## config.mk

```make
export PLATFORM = sky130hd
export DESIGN_NAME = ysyx_2022040010_inst_fetch_arb
export DESIGN_NICKNAME = d
export VERILOG_FILES = /design/src/rtl/ysyx_2022040010_inst_fetch_arb_pkg.sv /design/src/rtl/ysyx_2022040010_rr_starve_cnt.sv /design/src/rtl/ysyx_2022040010_inst_fetch_arb.sv
export SDC_FILE = /design/constraint.sdc
export NUM_CORES = 1
export LEC_CHECK = 0
export ABC_CLOCK_PERIOD_IN_PS = 3650
export BUFFER_PORTS_ARGS = -buffer_cell sky130_fd_sc_hd__buf_2
export CORE_ASPECT_RATIO = 1.1
export CORE_UTILIZATION = 25
export DETAILED_ROUTE_END_ITERATION = 6
export GPL_TIMING_DRIVEN = 0
export PLACE_DENSITY_LB_ADDON = 0.3
export SLEW_MARGIN = 20
export SYNTH_ARGS = -nofsm -noshare
export SYNTH_HDL_FRONTEND = slang
export SYNTH_SLANG_ARGS = --single-unit
```

## constraint.sdc

```tcl
create_clock -name clk -period 3.65 [get_ports clk]
set_input_delay 0.73 -clock clk [delete_from_list [all_inputs] [get_ports clk]]
set_output_delay 0.73 -clock clk [all_outputs]
set_load 0.02 [all_outputs]
```

## src/rtl/ysyx_2022040010_inst_fetch_arb_pkg.sv

```systemverilog
// Shared types and constants for the instruction-fetch arbiter and its starvation counter.
// Bus widths and ROM enable/zero encodings mirror the core's global defines.
package ysyx_2022040010_inst_fetch_arb_pkg;

    localparam int INST_ADDR_W      = 64;
    localparam int INST_W_DEF       = 32;
    localparam int MAX_CORE_RUN_DEF = 4;

    localparam logic        ChipEnable  = 1'b1;
    localparam logic        ChipDisable = 1'b0;
    localparam logic [31:0] ZeroWord    = 32'h0000_0000;

    typedef enum logic {
        ARB_IDLE = 1'b0,
        ARB_RESP = 1'b1
    } arb_state_e;

    function automatic logic is_misaligned(input logic [1:0] addr_lsb);
        return addr_lsb != 2'b00;
    endfunction

endpackage

```

## src/rtl/ysyx_2022040010_rr_starve_cnt.sv

```systemverilog
// Grant decision between core (0) and debug (1) requesters; combinational grant, registered run counter.
// The core wins ties until it has taken MAX_CORE_RUN grants in a row while the debug port waited.
module ysyx_2022040010_rr_starve_cnt
    import ysyx_2022040010_inst_fetch_arb_pkg::*;
#(
    parameter int MAX_CORE_RUN = MAX_CORE_RUN_DEF
) (
    input  logic       clk,
    input  logic       rst,
    input  logic       i_accept,
    input  logic       i_m0_vld,
    input  logic       i_m1_vld,
    output logic       o_grant,
    output logic [3:0] o_run_cnt
);

    localparam logic [3:0] RUN_MAX = 4'(MAX_CORE_RUN);

    logic [3:0] r_run_cnt;

    always_comb begin
        o_grant = i_m1_vld;
        if (i_m0_vld && i_m1_vld) begin
            o_grant = (r_run_cnt == RUN_MAX);
        end
    end

    // Counter only measures streaks during which the debug port is actually waiting.
    always_ff @(posedge clk or negedge rst) begin
        if (!rst) begin
            r_run_cnt <= 4'd0;
        end else if (!i_m1_vld || (i_accept && o_grant)) begin
            r_run_cnt <= 4'd0;
        end else if (i_accept && (r_run_cnt != RUN_MAX)) begin
            r_run_cnt <= r_run_cnt + 4'd1;
        end
    end

    assign o_run_cnt = r_run_cnt;

endmodule

```

## src/rtl/ysyx_2022040010_inst_fetch_arb.sv

```systemverilog
// Arbitrates the combinational instruction ROM between IF (m0) and debug (m1); response one cycle after accept.
// A held response blocks new accepts until its owner takes it; completion and next accept may share a cycle.
module ysyx_2022040010_inst_fetch_arb
    import ysyx_2022040010_inst_fetch_arb_pkg::*;
#(
    parameter int ADDR_W       = INST_ADDR_W,
    parameter int INST_W       = INST_W_DEF,
    parameter int MAX_CORE_RUN = MAX_CORE_RUN_DEF
) (
    input  logic              clk,
    input  logic              rst,
    input  logic              m0_req_valid,
    input  logic [ADDR_W-1:0] m0_req_addr,
    output logic              m0_req_ready,
    output logic              m0_rsp_valid,
    output logic [INST_W-1:0] m0_rsp_inst,
    output logic              m0_rsp_err,
    input  logic              m0_rsp_ready,
    input  logic              m1_req_valid,
    input  logic [ADDR_W-1:0] m1_req_addr,
    output logic              m1_req_ready,
    output logic              m1_rsp_valid,
    output logic [INST_W-1:0] m1_rsp_inst,
    output logic              m1_rsp_err,
    input  logic              m1_rsp_ready,
    output logic              rom_ce,
    output logic [ADDR_W-1:0] rom_addr,
    input  logic [INST_W-1:0] rom_inst
);

    arb_state_e        r_state;
    logic              r_owner;
    logic [INST_W-1:0] r_rsp_inst;
    logic              r_rsp_err;
    logic [ADDR_W-1:0] r_rom_addr;

    logic              w_owner_rdy;
    logic              w_can_accept;
    logic              w_accept;
    logic              w_grant;
    logic [ADDR_W-1:0] w_win_addr;
    logic              w_win_mis;
    logic [3:0]        w_run_cnt;

    assign w_owner_rdy  = r_owner ? m1_rsp_ready : m0_rsp_ready;
    assign w_can_accept = (r_state == ARB_IDLE) || w_owner_rdy;
    // Qualified with rst so the ROM port reads disabled/zero while reset is held.
    assign w_accept     = rst && w_can_accept && (m0_req_valid || m1_req_valid);

    ysyx_2022040010_rr_starve_cnt #(
        .MAX_CORE_RUN (MAX_CORE_RUN)
    ) u_starve (
        .clk       (clk),
        .rst       (rst),
        .i_accept  (w_accept),
        .i_m0_vld  (m0_req_valid),
        .i_m1_vld  (m1_req_valid),
        .o_grant   (w_grant),
        .o_run_cnt (w_run_cnt)
    );

    assign w_win_addr = w_grant ? m1_req_addr : m0_req_addr;
    assign w_win_mis  = is_misaligned(w_win_addr[1:0]);

    assign m0_req_ready = w_accept && !w_grant;
    assign m1_req_ready = w_accept && w_grant;

    assign rom_ce   = (w_accept && !w_win_mis) ? ChipEnable : ChipDisable;
    assign rom_addr = w_accept ? w_win_addr : r_rom_addr;

    always_ff @(posedge clk or negedge rst) begin
        if (!rst) begin
            r_state    <= ARB_IDLE;
            r_owner    <= 1'b0;
            r_rsp_inst <= '0;
            r_rsp_err  <= 1'b0;
            r_rom_addr <= '0;
        end else if (w_accept) begin
            r_state    <= ARB_RESP;
            r_owner    <= w_grant;
            r_rsp_inst <= w_win_mis ? '0 : rom_inst;
            r_rsp_err  <= w_win_mis;
            r_rom_addr <= w_win_addr;
        end else if ((r_state == ARB_RESP) && w_owner_rdy) begin
            r_state <= ARB_IDLE;
        end
    end

    assign m0_rsp_valid = (r_state == ARB_RESP) && !r_owner;
    assign m1_rsp_valid = (r_state == ARB_RESP) && r_owner;
    assign m0_rsp_inst  = m0_rsp_valid ? r_rsp_inst : '0;
    assign m1_rsp_inst  = m1_rsp_valid ? r_rsp_inst : '0;
    assign m0_rsp_err   = m0_rsp_valid && r_rsp_err;
    assign m1_rsp_err   = m1_rsp_valid && r_rsp_err;

endmodule

```

==> impl_metrics.py, run 1 <==
metrics = {
    "placed_design": {
        "post-place-ws_ps": 172,
        "dpl.hpwl_mm": 12.6,
        "place_congestion": 0.785,
        "port-buffer-count": 299,
    },
    "cts": {
        "cts_setup_buffers": 0,
        "cts.clk_slew.worst_paths_ps": 70,
        "cts_buffers": 9,
        "clockBufferDepth": 2,
        "hold_buffers": 0,
        "cts_tree": "yes",
        "cts_max_level": 3,
        "cts.sinks": 103,
        "worst_skew_pair.late_latency_ps": 350,
        "cts-root-buf": "clkbuf_16",
    },
    "routing": {
        "via_per_inst": 4.70,
        "ant_nets": 0,
        "drc_errors": 0,
        "drt_iter0_markers": 167,
        "vias": 4883,
        "drt-total-wl_mm": 16.5,
        "drtPass1Iterations": 7,
        "routedWlPerCell_um": 15.9,
    },
    "global_route": {
        "grtUsageTotal_pct": 16.7,
        "grt_overflow_total": 0,
        "antenna_found_initial": 0,
        "grt_max_degree": 60,
        "first_global_vias": 4784,
        "grt_pass1_wl_mm": 25.5,
    },
    "setup_path": {
        "timing.rr.end": "r_rom_addr[8]",
        "crit-reg2reg-launch": "u_starve.o_run_cnt[0]",
        "r2r_cells": 7,
        "cp-start-kind": "register",
        "cp.arrival_ps": 2690,
        "cp-end-kind": "primary output",
        "cp_max_fo": 10,
        "rrSetupSlack_ps": 1430,
        "worst_ep_required_time_ps": 2920,
        "critPathKind": "reg -> out",
    },
    "yosys": {
        "yosysTopAreaCellShare_pct": 53.7,
        "synthAdderAreaFrac_pct": 0.522,
        "muxShareOfSynthArea_pct": 0.730,
        "postSynthNetCount": 649,
        "synth_compound_area_share_pct": 24.9,
        "synth_area_leaders": "dfrtp_1 54%, a22oi_1 9.7%, o21ai_0 6.8%, a22o_1 5.8%, nand2_1 5.3%",
        "synth-xor-area-share_pct": 0,
        "synth_top_area_cell": "dfrtp_1",
        "synth_top_family_by_area": "compound AO/OA/AOI/OAI gates",
        "yosysSeqAreaShare_pct": 53.7,
        "postSynthAreaPerCell_um2": 9.97,
        "synth_cell_type_count": 32,
        "synth-simple-area-share_pct": 15.5,
        "syn_area_mm2": 0.00480,
        "syn_inst": 481,
        "ys_seq_elements": 103,
        "synth_warnings": 0,
    },
    "flow_run": {
        "maxCapViolCount": 0,
    },
    "layout": {
        "drive_gt1_share_pct": 43.4,
        "syn_to_final_growth_pct": 44.9,
        "final_cell_mix": "317 x buf_2, 103 x dfrtp_1, 68 x nand2_1",
        "final_util_pct": 37.4,
        "nets": 960,
        "layout_commonest_cell": "buf_2",
        "n_antenna_cell": 0,
    },
    "floorplanning": {
        "initial_utilization_pct": 25.8,
        "die_area_mm2": 0.0197,
        "fp.dieW_um": 134,
        "chipHeight_um": 147,
        "num_io_pins": 301,
        "row_count": 52,
        "core_area_mm2": 0.0186,
    },
    "sta": {
        "max-slew-margin-rel_pct": 52.7,
        "layout_min_cycle_time_ps": 3420,
        "rsz0062_at_grt": "no",
        "worst_pin_slew_ps": 705,
        "setup_tns_ps": 0,
        "slew_viol_final": 0,
        "setup_violations": 0,
        "timing.final.ws_setup_ps": 230,
        "fmax_mhz": 292,
        "min_period_over_period_pct": 93.7,
        "finClkSkew_ps": 9.41,
        "hold_viol": 0,
    },
    "pwr": {
        "p_int_uw": 2240,
        "clkPwrFrac_pct": 28.6,
        "switching_share_pct": 35.5,
        "powerDensity_mw_per_mm2": 500,
        "ir_drop_v": 0.000201,
        "pwr-share-comb_pct": 30.6,
        "power.switching_uw": 1230,
        "pwr-share-seq_pct": 40.8,
        "power_leakage_uw": 0.00383,
    },
    "status": {
        "status": "completed",
    },
    "min_path": {
        "hold_class": "in -> async",
    },
}
## cells in the mapped netlist
library cell	instances
ha_1	2
a22oi_1	62
o21ai_1	1
mux2i_1	2
dfrtp_1	103
a21oi_1	3
o211ai_1	2
or4_1	1
and2_1	33
nor3_1	1
o21a_1	1
and3_1	33
a22o_1	32
inv_1	6
nor3b_1	1
a32oi_1	1
a21o_1	1
o21ai_0	65
a21oi_2	2
o41ai_1	1
nor2_1	5
a31oi_1	1
buf_2	19
and3b_1	1
nand3_1	4
mux2_4	1
o21ai_2	2
nand2_1	68
clkbuf_1	24
buf_6	1
nand4b_1	1
o221ai_2	1
## kinds of logic after synthesis
kind of cell / Yosys count
multiplexers: 3
adder cells (fa/ha/maj): 2
AO/OA/AOI/OAI: 175
buffers and inverters: 50
flip-flops: 103
AND/OR/NAND/NOR: 148
## per-stage QoR
stage	power, µW	hold WS [ps]	cells	instance area (µm²)
2_1_floorplan	2050	434	481	4800
3_3_place_gp	2490	466	1023	6600
3_5_place_dp	2510	472	1024	6630
4_1_cts	3540	314	1040	6940
5_1_grt	3690	327	1040	6950
6_report	3470	318	1040	6950
## layer usage
metal	GRT usage [%]	vias to the layer above	wire, µm
li1	-	2373	-
met2	29.7	212	8230
met1	19.9	2280	7000
met5	0	-	0
met4	6.18	0	282
met3	2.90	18	992
## critical path, stage by stage (launching register included)
cell,delay (ps)
dfrtp_1,390
inv_1,70
ha_1,210
and3b_1,230
a21oi_4,440
clkbuf_1,390
a22oi_1,150
o21ai_0,240
buf_2,220
## worst max path at each step
stage | cells past startpoint | slack, ps | start | end
CTS | 8 | 150 | u_starve.o_run_cnt[0] | rom_addr[22]
floorplan | 6 | 790 | m1_req_valid | rom_addr[10]
detailed placement | 7 | 170 | rst | rom_addr[45]
global route | 7 | 20 | rst | rom_addr[45]
global placement | 6 | -1320 | rst | rom_addr[45]
finish | 8 | 230 | u_starve.o_run_cnt[0] | rom_addr[8]
## power groups by stage
stage	clock network (µW)	logic (µW)	registers (µW)
CTS	1040	1080	1420
floorplan	0	634	1410
global placement	0	1060	1430
global route	1080	1170	1440
detailed placement	0	1070	1440
finish	994	1060	1420
## registers in the layout (all words and copies together), names as in the netlist
name,count
r_owner,1
r_rsp_err,1
u_starve.o_run_cnt,4
r_state,1
r_rom_addr,64
r_rsp_inst,32
## timing repair
| item | CTS | global route |
|---|---|---|
| setup endpoints to repair | 9 | 10 |
| gates resized for setup | 1 | 9 |
| gates cloned | 0 | 0 |
| pin swaps | 0 | 0 |
## final cells by class
type,instances,area (µm²)
Inverter,6,22.5
Sequential cell,103,2580
Tap cell,243,304
Buffer,44,201
Clock buffer,9,225
Fill cell,1950,11700
Clock inverter,7,80.1
Multi-Input combinational cell,328,2010
Timing Repair Buffer,300,1530
No activity file was read; power rests on OpenSTA's default activity.
==> inputs of run 2 (changes only) <==
--- a/config.mk
+++ b/config.mk
@@ -5,11 +5,11 @@
 export SDC_FILE = /design/constraint.sdc
 export NUM_CORES = 1
 export LEC_CHECK = 0
-export ABC_CLOCK_PERIOD_IN_PS = 3650
+export ABC_CLOCK_PERIOD_IN_PS = 3500
 export BUFFER_PORTS_ARGS = -buffer_cell sky130_fd_sc_hd__buf_2
-export CORE_ASPECT_RATIO = 1.1
-export CORE_UTILIZATION = 25
+export CORE_AREA = 2 2 116 118
 export DETAILED_ROUTE_END_ITERATION = 6
+export DIE_AREA = 0 0 118 120
 export GPL_TIMING_DRIVEN = 0
 export PLACE_DENSITY_LB_ADDON = 0.3
 export SLEW_MARGIN = 20
==> constraint.sdc (replaced) <==
create_clock -name clk -period 3.5 [get_ports clk]
set_input_delay 0.7 -clock clk [delete_from_list [all_inputs] [get_ports clk]]
set_output_delay 0.7 -clock clk [all_outputs]
set_load 0.02 [all_outputs]
==> run 2 against run 1 <==
Routed wire length decreased by 7.8%. Register-to-register slack got worse by 130 ps. Clock-buffer cell count increased by 1. Global-route usage increased by 4.8 points. Critical endpoint is now rom_addr[23]. Largest cell class unchanged. Largest power group unchanged.
==> impl_metrics.py, run 2 (synthesis gave the netlist of run 1 again) <==
metrics = {
    "status": {
        "status": "completed",
    },
    "pwr": {
        "pwr-share-comb_pct": 30.5,
        "powerDensity_mw_per_mm2": 523,
        "p_int_uw": 2350,
        "power_leakage_uw": 0.00384,
        "power.switching_uw": 1250,
        "clkPwrFrac_pct": 28.3,
        "switching_share_pct": 34.6,
        "pwr-share-seq_pct": 41.1,
        "ir_drop_v": 0.000320,
    },
    "floorplanning": {
        "row_count": 42,
        "initial_utilization_pct": 36.9,
        "chipHeight_um": 120,
        "fp.dieW_um": 118,
        "die_area_mm2": 0.0142,
        "num_io_pins": 301,
        "core_area_mm2": 0.0130,
    },
    "layout": {
        "n_antenna_cell": 0,
        "nets": 960,
        "drive_gt1_share_pct": 43.7,
        "syn_to_final_growth_pct": 43.3,
        "final_cell_mix": "317 x buf_2, 103 x dfrtp_1, 68 x nand2_1",
        "layout_commonest_cell": "buf_2",
        "fin_area_mm2": 0.00687,
        "largest_register_ffs": 64,
        "regMostFlops": "r_rom_addr",
        "final_util_pct": 52.9,
    },
    "global_route": {
        "antenna_found_initial": 0,
        "grtUsageTotal_pct": 21.4,
        "first_global_vias": 5032,
        "grt_overflow_total": 0,
        "grt_pass1_wl_mm": 24.5,
        "grt_max_degree": 55,
    },
    "sta": {
        "slew_viol_final": 0,
        "max-slew-margin-rel_pct": 57.6,
        "layout_min_cycle_time_ps": 3350,
        "min_period_over_period_pct": 95.6,
        "whs_ps": 251,
        "setup_violations": 0,
        "finClkSkew_ps": 7.91,
        "fmax_mhz": 299,
        "timing.final.ws_setup_ps": 155,
        "hold_viol": 0,
        "rsz0062_at_grt": "no",
        "worst_pin_slew_ps": 631,
    },
    "routing": {
        "ant_nets": 0,
        "routedWlPerCell_um": 15.6,
        "drt-total-wl_mm": 15.2,
        "drt_iter0_markers": 189,
        "via_per_inst": 5.12,
        "drc_errors": 0,
        "vias": 4982,
        "drtPass1Iterations": 5,
    },
    "cts": {
        "cts_tree": "yes",
        "hold_buffers": 0,
        "cts_buffers": 9,
        "cts_max_level": 3,
        "worst_skew_pair.late_latency_ps": 340,
        "cts-root-buf": "clkbuf_16",
        "cts.clk_slew.worst_paths_ps": 70,
        "clockBufferDepth": 2,
        "cts.sinks": 103,
    },
    "placed_design": {
        "place_congestion": 0.880,
        "port-buffer-count": 299,
        "dpl_cell_area_mm2": 0.00655,
        "post-place-ws_ps": 127,
        "dpl.hpwl_mm": 12.1,
    },
    "setup_path": {
        "worst_ep_required_time_ps": 2800,
        "rrSetupSlack_ps": 1300,
        "cp_max_fo": 10,
        "timing.rr.end": "r_rom_addr[23]",
        "critPathKind": "reg -> out",
        "cp.arrival_ps": 2650,
        "cp-start-kind": "register",
        "r2r_cells": 7,
        "crit-reg2reg-launch": "u_starve.o_run_cnt[0]",
        "cp-end-kind": "primary output",
    },
    "flow_run": {
        "maxCapViolCount": 0,
    },
    "min_path": {
        "hold_class": "in -> async",
    },
}
[run 2: how the worst max path moves through the flow]
stage	startpoint	to	slack [ps]	cells past startpoint
2_1_floorplan	m1_req_valid	rom_addr[10]	700	6
3_3_place_gp	rst	rom_addr[0]	-1210	6
3_5_place_dp	rst	rom_addr[0]	130	7
4_1_cts	u_starve.o_run_cnt[0]	rom_addr[21]	60	8
5_1_grt	rst	rom_addr[0]	20	7
6_report	u_starve.o_run_cnt[0]	rom_addr[23]	150	8
[run 2: critical path, stage by stage, from the launching register on]
cell and delay, ps:
dfrtp_1 390, inv_1 80, ha_1 200, and3b_1 230, a21oi_4 400, clkbuf_2 320, a22oi_1 100, o21ai_0 340
buf_2 240
[run 2: power groups by stage]
stage,logic [µW],clock network (µW),registers (µW)
final,1100,1020,1480
after global routing,1200,1110,1500
after CTS,1110,1050,1480
after detailed placement,1100,0,1500
after global placement,1080,0,1490
after floorplan,661,0,1470
[run 2: layout make-up]
type	count	area, µm²
Inverter	6	22.5
Buffer	44	204
Sequential cell	103	2580
Fill cell	1234	6110
Tap cell	176	220
Clock buffer	10	239
Multi-Input combinational cell	328	2010
Timing Repair Buffer	300	1530
Clock inverter	6	68.8
[run 2: metal layers]
layer | global-route usage, % | wire length (µm) | share of wire (%) | vias to the layer above
met1 | 26.2 | 6170 | 41 | 2347
met5 | 0 | 0 | 0 | -
met3 | 3.56 | 1000 | 6.6 | 19
li1 | - | - | - | 2367
met4 | 7.23 | 286 | 1.9 | 0
met2 | 38.5 | 7750 | 51 | 249
[run 2: per-stage QoR]
| step | instances | total power (µW) | TNS [ps] |
|---|---|---|---|
| after detailed placement | 957 | 2610 | 0 |
| after floorplan | 481 | 2130 | 0 |
| after global placement | 956 | 2570 | -113280 |
| after CTS | 973 | 3630 | 0 |
| after global routing | 973 | 3810 | 0 |
| final | 973 | 3600 | 0 |
[run 2: repair_timing]
item                       in CTS  in global routing
gates resized for setup         2                 12
setup endpoints to repair      20                 15
setup buffers                   0                  0
hold endpoints to repair        0                  0
